[config.mk]
export PLATFORM = sky130hd
export DESIGN_NAME = pipe_ctrl
export DESIGN_NICKNAME = d
export VERILOG_FILES = /design/src/rtl/pipe_ctrl.sv
export SDC_FILE = /design/constraint.sdc
export NUM_CORES = 1
export LEC_CHECK = 0
export CAP_MARGIN = 40
export CORE_AREA = 2 2 78 136
export CTS_CLUSTER_DIAMETER = 60
export DETAILED_ROUTE_END_ITERATION = 6
export DIE_AREA = 0 0 80 138
export PLACE_DENSITY = 0.78
export SLEW_MARGIN = 20
export SYNTH_ARGS = -nofsm -noshare
export SYNTH_HDL_FRONTEND = slang
export SYNTH_SLANG_ARGS = --single-unit
[constraint.sdc]
create_clock -name clk -period 5.2 [get_ports clk]
set_clock_uncertainty 0.1 [all_clocks]
set_input_delay 1.56 -clock clk [delete_from_list [all_inputs] [get_ports clk]]
set_output_delay 1.56 -clock clk [all_outputs]
set_load 0.01 [all_outputs]
[src/rtl/pipe_ctrl.sv]
// pipe_ctrl: central pipeline controller for the 4-stage IF/ID/EX/MEM core.
//
// Resolves bus-busy, load-use hazard, exception, ERET, external interrupt and
// HALT by fixed priority. It generates per-stage stall/flush controls and the
// redirect PC, and holds the exception state (IntEn, PrevIntEn, EPC, ExpCode).
//
// Ports:
//   clk, reset_                   clock, asynchronous active-low reset
//   IFBusy, MemBusy               bus not ready; the whole pipe holds
//   LoadHazard                    ID depends on an EX load; a bubble goes into EX
//   MemEn, MemPC, MemExp,
//   MemExpCode, MemEret, MemHalt  MEM-stage instruction and its events
//   IrqReq                        level external interrupt request
//   CtrlWe, CtrlAddr, CtrlWrData  control-register write port
//   CtrlRdData                    combinational control-register read
//   {IF,ID,EX,MEM}Stall/Flush     per-stage hold / load-bubble controls
//   NewPC                         redirect target, valid while IFFlush=1
//   IntEn, Halted                 interrupt enable, core halted
//   state_dbg                     FSM state (0=RUN, 1=REDIR, 2=HALT)
//
// Handshake: none. Stall/Flush/NewPC are combinational from the state and the
// inputs. The upstream stages must act on them in the same cycle.

module pipe_ctrl #(
  parameter int              ADDR_W      = 30,
  parameter int              DATA_W      = 32,
  parameter logic [ADDR_W-1:0] TRAP_VECTOR = 30'h0000_0040,
  parameter logic [2:0]      EXP_IRQ     = 3'd1
) (
  input  logic              clk,
  input  logic              reset_,
  input  logic              IFBusy,
  input  logic              MemBusy,
  input  logic              LoadHazard,
  input  logic              MemEn,
  input  logic [ADDR_W-1:0] MemPC,
  input  logic              MemExp,
  input  logic [2:0]        MemExpCode,
  input  logic              MemEret,
  input  logic              MemHalt,
  input  logic              IrqReq,
  input  logic              CtrlWe,
  input  logic [1:0]        CtrlAddr,
  input  logic [DATA_W-1:0] CtrlWrData,
  output logic [DATA_W-1:0] CtrlRdData,
  output logic              IFStall,
  output logic              IDStall,
  output logic              EXStall,
  output logic              MEMStall,
  output logic              IFFlush,
  output logic              IDFlush,
  output logic              EXFlush,
  output logic              MEMFlush,
  output logic [ADDR_W-1:0] NewPC,
  output logic              IntEn,
  output logic              Halted,
  output logic [1:0]        state_dbg
);

  typedef enum logic [1:0] {
    RUN   = 2'd0,
    REDIR = 2'd1,
    HALT  = 2'd2
  } state_t;

  state_t            state, state_nxt;
  logic              int_en, prev_int_en;
  logic [ADDR_W-1:0] epc, halt_pc;
  logic [2:0]        exp_code;

  // Bits {IF,ID,EX,MEM}.
  logic [3:0]        stall_c, flush_c;
  logic [ADDR_W-1:0] new_pc_c;
  logic              ev_trap, ev_eret, ev_halt, ctrl_ok;
  logic [2:0]        ev_code;
  logic [ADDR_W-1:0] ev_epc;
  logic              is_run, busy;

  assign busy   = IFBusy | MemBusy;
  assign is_run = (state == RUN);

  always_comb begin
    stall_c   = 4'b0000;
    flush_c   = 4'b0000;
    new_pc_c  = '0;
    state_nxt = state;
    ev_trap   = 1'b0;
    ev_eret   = 1'b0;
    ev_halt   = 1'b0;
    ev_code   = 3'd0;
    ev_epc    = '0;
    ctrl_ok   = 1'b0;
    if (state == HALT) begin
      // Fetch is frozen. Later stages drain as bubbles until an interrupt wakes the core.
      stall_c = 4'b1000;
      flush_c = 4'b0111;
      ctrl_ok = CtrlWe;
      if (IrqReq && int_en) begin
        stall_c   = 4'b0000;
        flush_c   = 4'b1111;
        new_pc_c  = TRAP_VECTOR;
        ev_trap   = 1'b1;
        ev_code   = EXP_IRQ;
        ev_epc    = halt_pc;
        ctrl_ok   = 1'b0;
        state_nxt = REDIR;
      end
    end else begin
      // RUN and REDIR share the rules. REDIR masks ERET, IRQ and HALT and lasts one cycle.
      state_nxt = RUN;
      if (busy) begin
        stall_c = 4'b1111;
      end else if (MemEn && MemExp) begin
        flush_c   = 4'b1111;
        new_pc_c  = TRAP_VECTOR;
        ev_trap   = 1'b1;
        ev_code   = MemExpCode;
        ev_epc    = MemPC;
        state_nxt = REDIR;
      end else if (is_run && MemEn && MemEret) begin
        flush_c   = 4'b1111;
        new_pc_c  = epc;
        ev_eret   = 1'b1;
        state_nxt = REDIR;
      end else if (is_run && MemEn && IrqReq && int_en) begin
        flush_c   = 4'b1111;
        new_pc_c  = TRAP_VECTOR;
        ev_trap   = 1'b1;
        ev_code   = EXP_IRQ;
        ev_epc    = MemPC;
        state_nxt = REDIR;
      end else if (is_run && MemEn && MemHalt) begin
        // The HALT instruction itself retires. Younger stages are squashed.
        flush_c   = 4'b1110;
        new_pc_c  = MemPC + {{(ADDR_W-1){1'b0}}, 1'b1};
        ev_halt   = 1'b1;
        state_nxt = HALT;
      end else begin
        if (LoadHazard) begin
          stall_c = 4'b1100;
          flush_c = 4'b0100;
        end
        ctrl_ok = CtrlWe;
      end
    end
  end

  always_ff @(posedge clk or negedge reset_) begin
    if (!reset_) begin
      state       <= RUN;
      int_en      <= 1'b0;
      prev_int_en <= 1'b0;
      epc         <= '0;
      exp_code    <= 3'd0;
      halt_pc     <= '0;
    end else begin
      state <= state_nxt;
      if (ev_halt) halt_pc <= new_pc_c;
      if (ev_trap) begin
        epc         <= ev_epc;
        exp_code    <= ev_code;
        prev_int_en <= int_en;
        int_en      <= 1'b0;
      end else if (ev_eret) begin
        int_en <= prev_int_en;
      end else if (ctrl_ok) begin
        case (CtrlAddr)
          2'd0: begin
            int_en      <= CtrlWrData[0];
            prev_int_en <= CtrlWrData[1];
          end
          2'd1:    epc      <= CtrlWrData[ADDR_W-1:0];
          2'd2:    exp_code <= CtrlWrData[2:0];
          default: ;
        endcase
      end
    end
  end

  always_comb begin
    CtrlRdData = '0;
    case (CtrlAddr)
      2'd0:    CtrlRdData = {{(DATA_W-2){1'b0}}, prev_int_en, int_en};
      2'd1:    CtrlRdData = {{(DATA_W-ADDR_W){1'b0}}, epc};
      2'd2:    CtrlRdData = {{(DATA_W-3){1'b0}}, exp_code};
      default: CtrlRdData = '0;
    endcase
  end

  // The control outputs are forced quiet while reset is asserted, whatever the inputs.
  assign {IFStall, IDStall, EXStall, MEMStall} = stall_c & {4{reset_}};
  assign {IFFlush, IDFlush, EXFlush, MEMFlush} = flush_c & {4{reset_}};
  assign NewPC     = new_pc_c & {ADDR_W{reset_}};
  assign IntEn     = int_en;
  assign Halted    = (state == HALT);
  assign state_dbg = state;

  logic unused_wr_bits;
  assign unused_wr_bits = &{1'b0, CtrlWrData[DATA_W-1:ADDR_W]};

endmodule

==> metrics.cfg <==
[clocking]
cts_buffer_depth=2
clock-sinks=67
cts_root_buf=clkbuf_16
hold_buffers=0
clkTransAtPathRegs_ns=0.05
h-tree-depth=3
clk_latency_ns=0.34
cts_tree=built
cts_buffers=9

[timing]
drv_slew=0
min_period_ns=5.11
rsz0062_at_grt=no
worst_pin_slew_ns=0.564
finalCritPeriodShare_pct=98.3
setup_ws_ns=0.0884
maxSlewHeadroom_pct=62.3
finalHoldViolCount=0
setup_viol_count_final=0
holdWs_ns=0.381
max_freq_ghz=0.196

[flow_run]
drv_cap=0

[routing]
drt-pass1-iter-count=5
wl_um=15500
final_antenna_net_count=0
num_vias=4835
wire_per_inst_um=17.9
first_iter_violations=449
drc=0
vias_per_cell=5.59

[synthesis]
synth_edf_count=0
ys_seq_area_share_pct=38.2
synth_top_area_share_pct=38.2
synthTopCellsByCount=nand2_1, dfrtp_1, o21ai_0, nor2_1
async_reset_ff_share_pct=100
synthFlopType=dfrtp_1
ys_types=56
yosysMostFrequentCell=nand2_1
ys_warn_count=0
syn_avg_cell_area_sq_um=8.37
yosys.area.top_type=dfrtp_1
synth.cell_area_sq_mm=0.00439
synth-seq-cells=67
synth_area_leaders=dfrtp_1, mux2i_1, nand2_1
syn_inst=525

[worst_setup_path]
cpMaxStageDelayCell=clkdlybuf4s50_1
critical_path.cell_chain=clkdlybuf4s50_1, and2_1, nor3_2, and4_4, buf_4, nand2_2, buf_6, o21ai_1, clkdlybuf4s15_2
cp.arrival_ns=3.45
cp_max_fo=12
critPathRequiredTime_ns=3.54
cp-start-kind=primary input
path_class=in -> out
critPathMaxStageDelay_ns=0.48
cp-end-kind=output pin

[pwr]
vdd_drop_max_mv=0.236
p_leak_uw=0.00311
p_per_area_mw_per_mm2=314
power.total_uw=2130

[global_routing]
antenna_found_initial=0
overflow=0
grt_start_max_net_pins=41
grt_pass1_wl_um=24900
grt_pass1_vias=5118
gr-usage-all-layers_pct=28.9

[status]
outcome=complete, no violations

[floorplan]
num_rows=49
initial_core_util_pct=43.7
die_h_um=138
design.core.area_sq_mm=0.0101
die_area_sq_mm=0.0110
fp.dieW_um=80
ios=152

[finish]
final_core_util_pct=67.5
areaGrowthSynthToFinish_pct=54.6
antenna_cells=0
nets=812
final_layout_size_suffix_gt1_share_pct=18.8

[worst_hold_path]
hp-class=reg -> reg

[placed_design]
numPortBuffers=147
dp_hpwl_um=11400
gp_congestion=0.917
post-place-ws_ns=-0.442

## critical path: cells and delay by family
| kind | cells | cell delay, ns |
|---|---|---|
| simple gates | 4 | 0.71 |
| buf+inv | 4 | 1.02 |
| compound gates | 1 | 0.16 |
## stage by stage
step | TNS, ns | instance area (sq um) | std cells
floorplan | 0 | 4400 | 526
global placement | -9.79 | 6410 | 838
detailed placement | -9.72 | 6410 | 838
CTS | 0 | 6790 | 865
global route | 0 | 6790 | 865
finish | 0 | 6790 | 865
## what timing repair did
| item | 4_1_cts | 5_1_grt |
|---|---|---|
| endpoints found under the setup margin | 35 | 28 |
| endpoints found under the hold margin | 0 | 0 |
| buffers inserted | 11 | 0 |
| pin swaps | 5 | 3 |
| resized for setup | 79 | 41 |
## final timing paths
kind	startpoint	end	slack [ns]	cells past startpoint
setup / recovery	IrqReq	NewPC[29]	0.09	9
hold / removal	halt_pc[3]	halt_pc[3]	0.38	2
setup reg to reg	IntEn	epc[2]	2.14	7
hold reg to reg	halt_pc[3]	halt_pc[3]	0.38	2
max in group asynchronous	reset_	epc[11]	3.26	2
min in group asynchronous	reset_	epc[0]	0.97	1
## metal layers
layer | vias to the layer above | global-route usage, % | part of all wire [%]
met5 | - | 0 | 0
met4 | 0 | 18.6 | 6.0
met3 | 70 | 4.63 | 5.7
met2 | 230 | 51.1 | 55
met1 | 2291 | 30.8 | 34
li1 | 2244 | - | -
## power breakdown
part	switching, uW	internal [uW]	leakage, uW	total [uW]
Sequential	133	734	0.000830	867
Clock	215	347	0.000137	562
Combinational	352	350	0.00215	702
## layout make-up
| type | instances | area (sq um) |
|---|---|---|
| clock buffer | 14 | 264 |
| clock inverter | 2 | 10.0 |
| fill | 836 | 3260 |
| inverter | 32 | 120 |
| multi-input combinational | 393 | 2500 |
| sequential | 67 | 1680 |
| tap | 127 | 159 |
| timing repair buffer | 230 | 2060 |
## placed cells by master (no fill, tap or decap), drive strengths merged, types with 7 or more instances in the layout
cell type	n
nand3	13
dlygate4sd2	27
mux2i	33
a22o	28
nand4	10
clkbuf	23
dfrtp	67
xnor2	9
xor2	19
inv	31
and2	7
nor2	38
o21ai	63
clkdlybuf4s50	95
clkdlybuf4s15	7
a21oi	33
buf	86
nand2	86
## cells by family after synthesis
family | Yosys count | share of synthesized area, %
and+or+nand+nor | 181 | 19.7
AOI/OAI and AO/OA | 148 | 21.8
DFF | 67 | 38.2
buffers and inverters | 66 | 6.84
muxes | 33 | 7.52
xor gates and xnor gates | 28 | 5.58
adders and majority gates | 1 | 0.285
other | 1 | 0.0854
## registers in the layout, indices dropped and copies added, names as in the netlist
signal,cells
epc,30
halt_pc,30
prev_int_en,1
state_dbg,2
exp_code,3
IntEn,1
Note: power is estimated with default switching activity, not from simulation.
